`src/rtl/spi_flash_reader.sv`:
```
// SPI mode-0 READ (0x03) master for the external serial flash.
// Streams 1..256 received bytes out on a valid/ready byte port.
module spi_flash_reader #(
  parameter int CLK_DIV = 2
) (
  input  logic        clk,
  input  logic        rst_n,
  input  logic        start,
  input  logic [23:0] addr,
  input  logic [7:0]  len,
  output logic        busy,
  output logic        done,
  output logic [7:0]  rd_data,
  output logic        rd_valid,
  input  logic        rd_ready,
  output logic        spi_cs_n,
  output logic        spi_sclk,
  output logic        spi_mosi,
  input  logic        spi_miso
);

  localparam int DW = (CLK_DIV > 1) ? $clog2(CLK_DIV) : 1;
  localparam logic [DW-1:0] DIV_LAST = DW'(CLK_DIV - 1);

  typedef enum logic [2:0] {
    IDLE,
    CMD,
    DATA,
    HOLD,
    FINISH
  } state_t;

  state_t        state;
  logic [DW-1:0] div_cnt;
  logic [4:0]    bit_cnt;
  logic [7:0]    byte_cnt;
  logic [31:0]   shreg;
  logic [7:0]    rx;

  logic half_end;
  logic drain;
  logic last_byte;

  // Divider terminal count, output-slot free, final-byte flag.
  always_comb begin
    half_end  = (div_cnt == DIV_LAST);
    drain     = !rd_valid || rd_ready;
    last_byte = (byte_cnt == 8'd1);
  end

  // Transaction FSM; every output is a register here.
  always_ff @(posedge clk or negedge rst_n) begin
    if (!rst_n) begin
      state    <= IDLE;
      div_cnt  <= '0;
      bit_cnt  <= '0;
      byte_cnt <= '0;
      shreg    <= '0;
      rx       <= '0;
      busy     <= 1'b0;
      done     <= 1'b0;
      rd_data  <= '0;
      rd_valid <= 1'b0;
      spi_cs_n <= 1'b1;
      spi_sclk <= 1'b0;
      spi_mosi <= 1'b0;
    end else begin
      if (rd_valid && rd_ready) begin
        rd_valid <= 1'b0;
      end
      unique case (state)
        IDLE: begin
          done <= 1'b0;
          busy <= 1'b0;
          // done still high means the previous job just ended
          if (start && !done) begin
            state    <= CMD;
            busy     <= 1'b1;
            byte_cnt <= len;
            shreg    <= {7'h03, addr, 1'b0};
            spi_mosi <= 1'b0;
            spi_cs_n <= 1'b0;
            spi_sclk <= 1'b0;
            div_cnt  <= '0;
            bit_cnt  <= '0;
          end
        end
        CMD: begin
          if (half_end) begin
            div_cnt <= '0;
            if (!spi_sclk) begin
              spi_sclk <= 1'b1;
            end else begin
              spi_sclk <= 1'b0;
              if (bit_cnt == 5'd31) begin
                bit_cnt  <= '0;
                spi_mosi <= 1'b0;
                state    <= DATA;
              end else begin
                bit_cnt  <= bit_cnt + 5'd1;
                spi_mosi <= shreg[31];
                shreg    <= {shreg[30:0], 1'b0};
              end
            end
          end else begin
            div_cnt <= div_cnt + DW'(1);
          end
        end
        DATA: begin
          if (half_end) begin
            div_cnt <= '0;
            if (!spi_sclk) begin
              spi_sclk <= 1'b1;
              rx       <= {rx[6:0], spi_miso};
            end else begin
              spi_sclk <= 1'b0;
              if (bit_cnt != 5'd7) begin
                bit_cnt <= bit_cnt + 5'd1;
              end else begin
                bit_cnt <= '0;
                if (drain) begin
                  rd_data  <= rx;
                  rd_valid <= 1'b1;
                  byte_cnt <= byte_cnt - 8'd1;
                  if (last_byte) begin
                    spi_cs_n <= 1'b1;
                    state    <= FINISH;
                  end
                end else begin
                  state <= HOLD;
                end
              end
            end
          end else begin
            div_cnt <= div_cnt + DW'(1);
          end
        end
        HOLD: begin
          // rd_valid is known high here, so ready alone drains it
          if (rd_ready) begin
            rd_data  <= rx;
            rd_valid <= 1'b1;
            byte_cnt <= byte_cnt - 8'd1;
            div_cnt  <= '0;
            if (last_byte) begin
              spi_cs_n <= 1'b1;
              state    <= FINISH;
            end else begin
              state <= DATA;
            end
          end
        end
        FINISH: begin
          if (rd_valid && rd_ready) begin
            done  <= 1'b1;
            state <= IDLE;
          end
        end
        default: begin
          state <= IDLE;
        end
      endcase
    end
  end

endmodule

```
`config.mk`:
```
export PLATFORM = sky130hd
export DESIGN_NAME = spi_flash_reader
export DESIGN_NICKNAME = d
export VERILOG_FILES = /design/src/rtl/spi_flash_reader.sv
export SDC_FILE = /design/constraint.sdc
export NUM_CORES = 1
export LEC_CHECK = 0
export ABC_AREA = 1
export CAP_MARGIN = 10
export CORE_MARGIN = 2
export CORE_UTILIZATION = 50
export CTS_CLUSTER_DIAMETER = 60
export DETAILED_ROUTE_END_ITERATION = 7
export GPL_ROUTABILITY_DRIVEN = 0
export GPL_TIMING_DRIVEN = 0
export PLACE_DENSITY = 0.82
export SYNTH_ARGS = -nofsm -noshare
export SYNTH_HDL_FRONTEND = slang
export SYNTH_SLANG_ARGS = --single-unit
```
`constraint.sdc`:
```
create_clock -name clk -period 2.35 [get_ports clk]
set_input_delay 0.3525 -clock clk [delete_from_list [all_inputs] [get_ports clk]]
set_output_delay 0.3525 -clock clk [all_outputs]
set_load 0.02 [all_outputs]
```
==> flow_summary.toml, run 1 <==
[outcome]
run_status = "complete, no violations"

[clocking]
numCtsBuffers = 9
cts-htree-levels = 3
hold_buffers = 0
clock_sinks = 70
ctsResizeCount = 0
cts_setup_buffers = 0
worstSkewPairLatency_ps = 360
cts_tree = "built"
cts.clk_slew.worst_paths_ps = 80
ctsRootBufferMaster = "clkbuf_8"
clock_path_buffers = 2

[grt]
grt_pass1_vias = 3127
grt_pass1_wl_mm = 13.4
grt_max_degree = 71
globalRouteOverflowTotal = 0
track_usage_pct = 21.8
grt_antenna_before_repair = 0

[logic_synthesis]
syn_inst = 476
async_flop_share_pct = 100
ys_types = 30
synth_nets = 517
seq_area_frac_synth_pct = 49.0
ys.warnings.count = 0
synth_edf_count = 0
synth_area_per_cell_um2 = 7.51
synthTopCellsByArea = "dfrtp_1 (48%), nand2_1 (17%), o21ai_1 (7.3%)"
synth_top_area_share_pct = 48.3
synth_top_cell_by_area = "dfrtp_1"
yosys_register_bits = 70
ys.flop_type = "dfrtp_1"
synth_area_um2 = 3580

[floorplanning]
ios = 51
die_w_um = 88.6
die_h_um = 88.6
coreArea_um2 = 6870
rows = 30
dieArea_um2 = 7840
start_util_pct = 52.1

[sta]
hold_violations = 0
fin_crit_sh_pct = 87.1
tightest_slew_ps = 869
final.setup_skew_ps = 9.19
fin_crit_ps = 2050
rsz0062_at_grt = "no"
setup_viol_count_final = 0
max_freq_ghz = 0.489
max_slew_margin_pct = 42.1
maxSlewViolCount = 0

[critical_path]
crit_type = "flop to flop"
r2r_start = "bit_cnt[0]"
crit_cells = 11
crit_required_ps = 2590
r2r-end = "shreg[8]"
reg2reg_depth = 11
cp_num_buf_inv = 3
crit_path_end_kind = "flop"
worstSetupStartpointType = "flop"
endpoint = "shreg[8]"
worstPathCellList = "ha_1 > nand2_1 > nor2_1 > ha_1 > inv_1 > nand3_1 > nand2_1 > nand3_4 > inv_4 > buf_2 > o21ai_1"
critPathLaunch = "bit_cnt[0]"
crit_slowest_cell = "dfrtp_1"
worst-endpoint-arrival_ps = 2290
ff2ff_setup_slack_ps = 300
cp_top_family = "simple AND/OR/NAND/NOR gates"
worstPathMaxFanout = 10
max_stage_delay_ps = 420

[power]
switching_share_pct = 47.1
peakVddDrop_mv = 0.733
intPower_w = 0.00319
power.density_nw_per_um2 = 1380
power_frac_clock_pct = 15.1
switchingPower_w = 0.00284
p_leak_nw = 2.14
seq_power_share_pct = 32.1
pwr-share-comb_pct = 52.8

[cells_and_area]
final_util_pct = 63.7
nNetsFinal = 578
postLayoutCellArea_um2 = 4380
n_antenna_cell = 0
drive_gt1_share_pct = 8.49
final_common_cell = "nand2_1"
syn_to_final_growth_pct = 22.4
final_cell_mix = "nand2_1 (166), dfrtp_1 (69), o21ai_1 (52), inv_1 (49), clkdlybuf4s50_1 (49)"

[route]
viasPerCell = 5.04
vias = 3215
wl_per_cell_um = 12.2
wirelength_mm = 7.77
drt_pass1_iterations = 4
drtIter0Drc = 159
ant_nets = 0
drc = 0

[worst_hold_path]
hp-class = "primary input to async pin"

[flow_run]
max-cap-violations = 0

[placement]
postPlaceCellArea_um2 = 4190
port_buffers = 50
place_hpwl_mm = 5.59
-- kinds of logic after synthesis --
logic type / synth area share, %
AOI/OAI and AO/OA: 13.3
xor gates and xnor gates: 0.245
adders and majority gates: 1.40
buffers and inverters: 8.33
DFF: 49.0
and+or+nand+nor: 27.7
-- power by group through the flow --
stage,Sequential [W],Combinational [W],Clock [W]
floorplan,0.00196,0.00231,0
global placement,0.00193,0.00306,0
detailed placement,0.00195,0.00318,0
CTS,0.00193,0.00320,0.000923
global route,0.00197,0.00368,0.000978
finish,0.00193,0.00318,0.000913
-- worst min path at each step --
| stage | slack (ps) | to | cells past startpoint | start |
|---|---|---|---|---|
| 2_1_floorplan | 60 | bit_cnt[0] | 0 | rst_n |
| 3_3_place_gp | 460 | shreg[24] | 2 | shreg[24] |
| 3_5_place_dp | 480 | rd_data[7] | 2 | rd_data[7] |
| 4_1_cts | 150 | shreg[24] | 1 | rst_n |
| 5_1_grt | 200 | shreg[23] | 1 | rst_n |
| 6_report | 110 | byte_cnt[1] | 1 | rst_n |
-- metal layers --
layer / part of all wire, % / GRT usage (%) / up-vias
met5: 0 / 0 / -
met4: 1.2 / 8.68 / 0
met3: 4.7 / 4.20 / 11
met2: 49 / 36.8 / 68
met1: 45 / 27.7 / 1499
li1: - / - / 1637
-- metrics by stage --
stage / worst slack [ps] / total power, W / hold WS, ps / cells / setup TNS [ps]
6_report: 304 / 0.00603 / 112 / 638 / 0
5_1_grt: 138 / 0.00663 / 197 / 638 / 0
4_1_cts: 304 / 0.00605 / 148 / 638 / 0
3_5_place_dp: 336 / 0.00513 / 477 / 622 / 0
3_3_place_gp: -1450 / 0.00499 / 464 / 622 / -100720
2_1_floorplan: 595 / 0.00427 / 56.9 / 476 / 0
-- cell usage after synthesis (2+ instances only) --
cell type and n:
nand4_1 3, inv_2 5, o21ai_1 52, inv_1 49, nor2_1 28, ha_1 4
buf_2 5, a21oi_1 6, o21ai_0 28, nor2_2 4, buf_4 6, dfrtp_1 69
nand2_1 166, clkbuf_1 5, nand2_2 2, nand3_1 30
-- registers in the layout, indices dropped and copies added (netlist names) --
signal    flops
bit_cnt       5
busy          1
byte_cnt      8
div_cnt       1
done          1
rd_data       8
rd_valid      1
rx            8
shreg        31
spi_cs_n      1
spi_mosi      1
spi_sclk      1
state         3
-- layout make-up --
class | instances | area, µm²
Buffer | 16 | 88.8
Clock buffer | 10 | 138
Clock inverter | 6 | 45.0
Fill cell | 616 | 2490
Inverter | 55 | 209
Multi-Input combinational cell | 335 | 1530
Sequential cell | 70 | 1750
Tap cell | 96 | 120
Timing Repair Buffer | 50 | 498
No activity file was read; power rests on OpenSTA's default activity.
==> run 2, diff against run 1 <==
- CORE_MARGIN: 2 -> 3
==> flow_summary.toml, run 2 (synthesis gave the netlist of run 1 again) <==
[route]
vias = 3197
drtIter0Drc = 258
wl_per_cell_um = 11.9
ant_nets = 0
viasPerCell = 5.01
wirelength_mm = 7.59
drt_pass1_iterations = 4
drc = 0

[clocking]
hold_buffers = 0
numCtsBuffers = 9
cts_tree = "built"
cts.clk_slew.worst_paths_ps = 80
clock_sinks = 70
worstSkewPairLatency_ps = 350
clock_path_buffers = 2
ctsRootBufferMaster = "clkbuf_8"
cts-htree-levels = 3
ctsResizeCount = 0
cts_setup_buffers = 0

[sta]
final.setup_skew_ps = 12.0
maxSlewViolCount = 0
fin_crit_sh_pct = 87.3
tightest_slew_ps = 864
setup_viol_count_final = 0
max_slew_margin_pct = 42.4
rsz0062_at_grt = "no"
hold_violations = 0
max_freq_ghz = 0.487
fin_crit_ps = 2050

[grt]
grt_antenna_before_repair = 0
grt_pass1_vias = 3020
globalRouteOverflowTotal = 0
busiest_layer = "met2"
track_usage_pct = 20.1
grt_util_met2_pct = 32.0
grt_pass1_wl_mm = 13.6
grt_max_degree = 71
gr-usage-met1_pct = 26.4
met3_usage_pct = 5.42

[cells_and_area]
drive_gt1_share_pct = 8.49
final_common_cell = "nand2_1"
fin_cells = 638
largest_register = "shreg"
syn_to_final_growth_pct = 23.8
n_antenna_cell = 0
final_cell_mix = "nand2_1 (166), dfrtp_1 (69), o21ai_1 (52), inv_1 (49), clkdlybuf4s50_1 (49)"
nNetsFinal = 578
postLayoutCellArea_um2 = 4430
largest_register_ffs = 31

[critical_path]
crit_slowest_cell = "dfrtp_1"
worstSetupStartpointType = "flop"
crit_type = "flop to flop"
worstPathCellList = "ha_1 > nand2_1 > nor2_1 > ha_1 > inv_1 > nand3_1 > nand2_1 > nand3_4 > inv_4 > buf_2 > o21ai_1"
ff2ff_setup_slack_ps = 300
max_stage_delay_ps = 420
crit_path_end_kind = "flop"
critPathLaunch = "bit_cnt[0]"
worstPathMaxFanout = 10
crit_required_ps = 2580
worst-endpoint-arrival_ps = 2280
r2r_start = "bit_cnt[0]"

[placement]
place_hpwl_mm = 5.39
port_buffers = 50
postPlaceCellArea_um2 = 4190
placed_cells = 622

[floorplanning]
start_util_pct = 52.1
rows = 30
ios = 51
die_w_um = 90.6
dieArea_um2 = 8200
die_h_um = 90.6
coreArea_um2 = 6870

[power]
p_leak_nw = 2.17
peakVddDrop_mv = 0.775
power.density_nw_per_um2 = 1410

[flow_run]
max-cap-violations = 0

[outcome]
run_status = "complete, no violations"

[worst_hold_path]
hp-class = "primary input to async pin"
## run 2: cell types whose count changed in the layout (fill, tap and decap cells not counted)
cell,before,now
bufinv_16,0,2
inv_6,2,1
clkinv_4,0,2
clkinv_2,1,0
clkinvlp_4,3,1
## run 2: area by class of cell
type	instances	area, µm²
Multi-Input combinational cell	335	1530
Timing Repair Buffer	50	498
Sequential cell	70	1750
Tap cell	96	120
Clock buffer	10	138
Fill cell	562	2440
Inverter	55	209
Clock inverter	6	93.8
Buffer	16	88.8
## run 2: where the power goes
group | internal (W) | leakage, nW | switching (W)
sequential | 0.00168 | 0.901 | 0.000257
combinational | 0.00109 | 1.15 | 0.00207
clock | 0.000634 | 0.113 | 0.000489
total | 0.00341 | 2.17 | 0.00281
## run 2: final timing paths
path | endpoint | cells past startpoint
min | shreg[23] | 1
max reg2reg | shreg[6] | 11
min reg2reg | spi_cs_n | 2
min in group clk | spi_cs_n | 2
max in group asynchronous | rd_data[2] | 1
max | shreg[6] | 11
## run 2: worst max-delay path, delay by kind of cell, from the launching register on
family / cells / cell delay, ps
compound gates: 1 / 80
fa+ha+maj: 2 / 390
buf+inv: 3 / 490
flops: 1 / 420
simple gates: 5 / 550
## run 2: stage by stage
step | power [W] | setup TNS, ps | utilization [%] | setup WS [ps] | hold WS, ps
after floorplan | 0.00427 | 0 | - | 595 | 56.9
after global placement | 0.00499 | -99140 | 61.1 | -1430 | 464
after detailed placement | 0.00510 | 0 | 61.1 | 341 | 467
after CTS | 0.00624 | 0 | 64.4 | 316 | 149
after global routing | 0.00681 | 0 | 64.4 | 156 | 178
final | 0.00622 | 0 | 64.4 | 298 | 121
## run 2: metal layers
layer | wire length, µm | vias up
met2 | 3600 | 71
li1 | - | 1637
met4 | 136 | 0
met1 | 3500 | 1475
met5 | 0 | -
met3 | 355 | 14
==> edit, RTL diff (config.mk and constraints of run 2) <==
The 5 states of `state_t` get a one-hot encoding in 5 bits.
--- a/src/rtl/spi_flash_reader.sv
+++ b/src/rtl/spi_flash_reader.sv
@@ -24,8 +24,8 @@
 
-  typedef enum logic [2:0] {
-    IDLE,
-    CMD,
-    DATA,
-    HOLD,
-    FINISH
+  typedef enum logic [4:0] {
+    IDLE   = 5'b00001,
+    CMD    = 5'b00010,
+    DATA   = 5'b00100,
+    HOLD   = 5'b01000,
+    FINISH = 5'b10000
   } state_t;
Function: no difference found for any inputs over 10 cycles, from zero or initial values and one cycle with rst_n low; not proved beyond that.
==> edit against run 2 <==
Setup slack got worse by 0.084 ns; synthesized area increased by 7.3%; sequential cell count up 2; combinational power decreased by 19%; clock skew decreased by 0.0041 ns; wire length increased by 10%; critical path depth unchanged; core utilization fell by 1.2 points; maximum frequency fell by 3.9%; total power down 14%; final area up 4.7%; highest routed layer unchanged.
==> edit: results (changes against run 2) <==
{
  "routing": {
    "wl": {"value": 8380, "unit": "um", "change": "+10%"},
    "routed_via_density": {"value": 5.15, "change": "+2.7%"},
    "detail_route.iter0.violations": {"value": 278, "change": "+7.8%"},
    "wl_per_cell": {"value": 12.7, "unit": "um", "change": "+6.9%"},
    "route.layer.met1.wl": {"value": 3910, "unit": "um", "change": "+12%"}
  },
  "cells_and_area": {
    "multiInputGateArea": {"value": 1690, "unit": "um^2", "change": "+11%"},
    "non_clock_inverter_count": {"value": 60, "change": "+9.1%"},
    "area.share.sequential": {"value": 38.9, "unit": "%", "change": "-0.68 points"},
    "n_all_buffers": {"value": 64, "change": "-3.0%"},
    "drive_gt1_share": {"value": 11.6, "unit": "%", "change": "+3.1 points"},
    "clock_tree_area_fraction": {"value": 3.78, "unit": "%", "change": "-1.5 points"},
    "layout.nonclk_buf_share": {"value": 13.1, "unit": "%", "change": "-0.11 points"}
  },
  "placed_design": {
    "detailedPlace.worstSlack": {"value": 0.264, "unit": "ns", "change": "-0.0770 ns"},
    "place.detailed.hpwl": {"value": 5940, "unit": "um", "change": "+10%"}
  },
  "synth": {
    "synthDistinctLibCells": {"value": 32, "change": "+6.7%"},
    "yosys-top-cells-count": "sky130_fd_sc_hd__nand2_1, sky130_fd_sc_hd__dfrtp_1, sky130_fd_sc_hd__inv_1",
    "synth.net_count": {"value": 537, "change": "+3.9%"}
  },
  "global_routing": {
    "total_global_routing_track_utilization": {"value": 20.9, "unit": "%", "change": "+0.79 points"},
    "grt_pass1_vias": {"value": 3291, "change": "+9.0%"},
    "groute.layer.met1.usage": {"value": 27.3, "unit": "%", "change": "+0.90 points"},
    "global_routing_met3_resource_utilization": {"value": 3.70, "unit": "%", "change": "-1.7 points"},
    "maximum_number_of_pins_on_one_net_before_global_route_repair": {"value": 73, "change": "+2.8%"}
  },
  "power_and_ir_drop": {
    "seq_power_share": {"value": 35.2, "unit": "%", "change": "+4.1 points"},
    "power.density": {"value": 1160, "unit": "nW/um^2", "change": "-17%"},
    "power.net_switching": {"value": 2.36, "unit": "mW", "change": "-16%"},
    "comb_cell_power": {"value": 2.56, "unit": "mW", "change": "-19%"}
  },
  "timing": {
    "worst_hold_slack": {"value": 0.114, "unit": "ns", "change": "-0.00719 ns"},
    "slew_headroom": {"value": 40.4, "unit": "%", "change": "-2.0 points"},
    "fin_skew": {"value": 0.00792, "unit": "ns", "change": "-0.00410 ns"}
  },
  "critical_path": {
    "crit-reg2reg-capture": "shreg[13]",
    "worst-endpoint-arrival": {"value": 2.38, "unit": "ns", "change": "+0.10 ns"},
    "reg2reg_setup_slack": {"value": 0.21, "unit": "ns", "change": "-0.08 ns"}
  },
  "outcome": {
    "run_status": "finished clean"
  }
}
-- edit: changes by cell type after synthesis, moves of 3 or more --
| cell | before | now |
|---|---|---|
| sky130_fd_sc_hd__o21ai_1 | 52 | 34 |
| sky130_fd_sc_hd__nand2_1 | 166 | 178 |
| sky130_fd_sc_hd__o21ai_2 | 0 | 9 |
| sky130_fd_sc_hd__o21ai_0 | 28 | 36 |
| sky130_fd_sc_hd__nand4_1 | 3 | 10 |
| sky130_fd_sc_hd__buf_6 | 0 | 6 |
| sky130_fd_sc_hd__nand3_1 | 30 | 25 |
| sky130_fd_sc_hd__a21oi_1 | 6 | 2 |
| sky130_fd_sc_hd__buf_4 | 6 | 2 |
| sky130_fd_sc_hd__clkbuf_1 | 5 | 1 |
| sky130_fd_sc_hd__nand3_2 | 1 | 5 |
| sky130_fd_sc_hd__nor2_1 | 28 | 24 |
| sky130_fd_sc_hd__inv_1 | 49 | 52 |
| sky130_fd_sc_hd__nor2_4 | 1 | 4 |
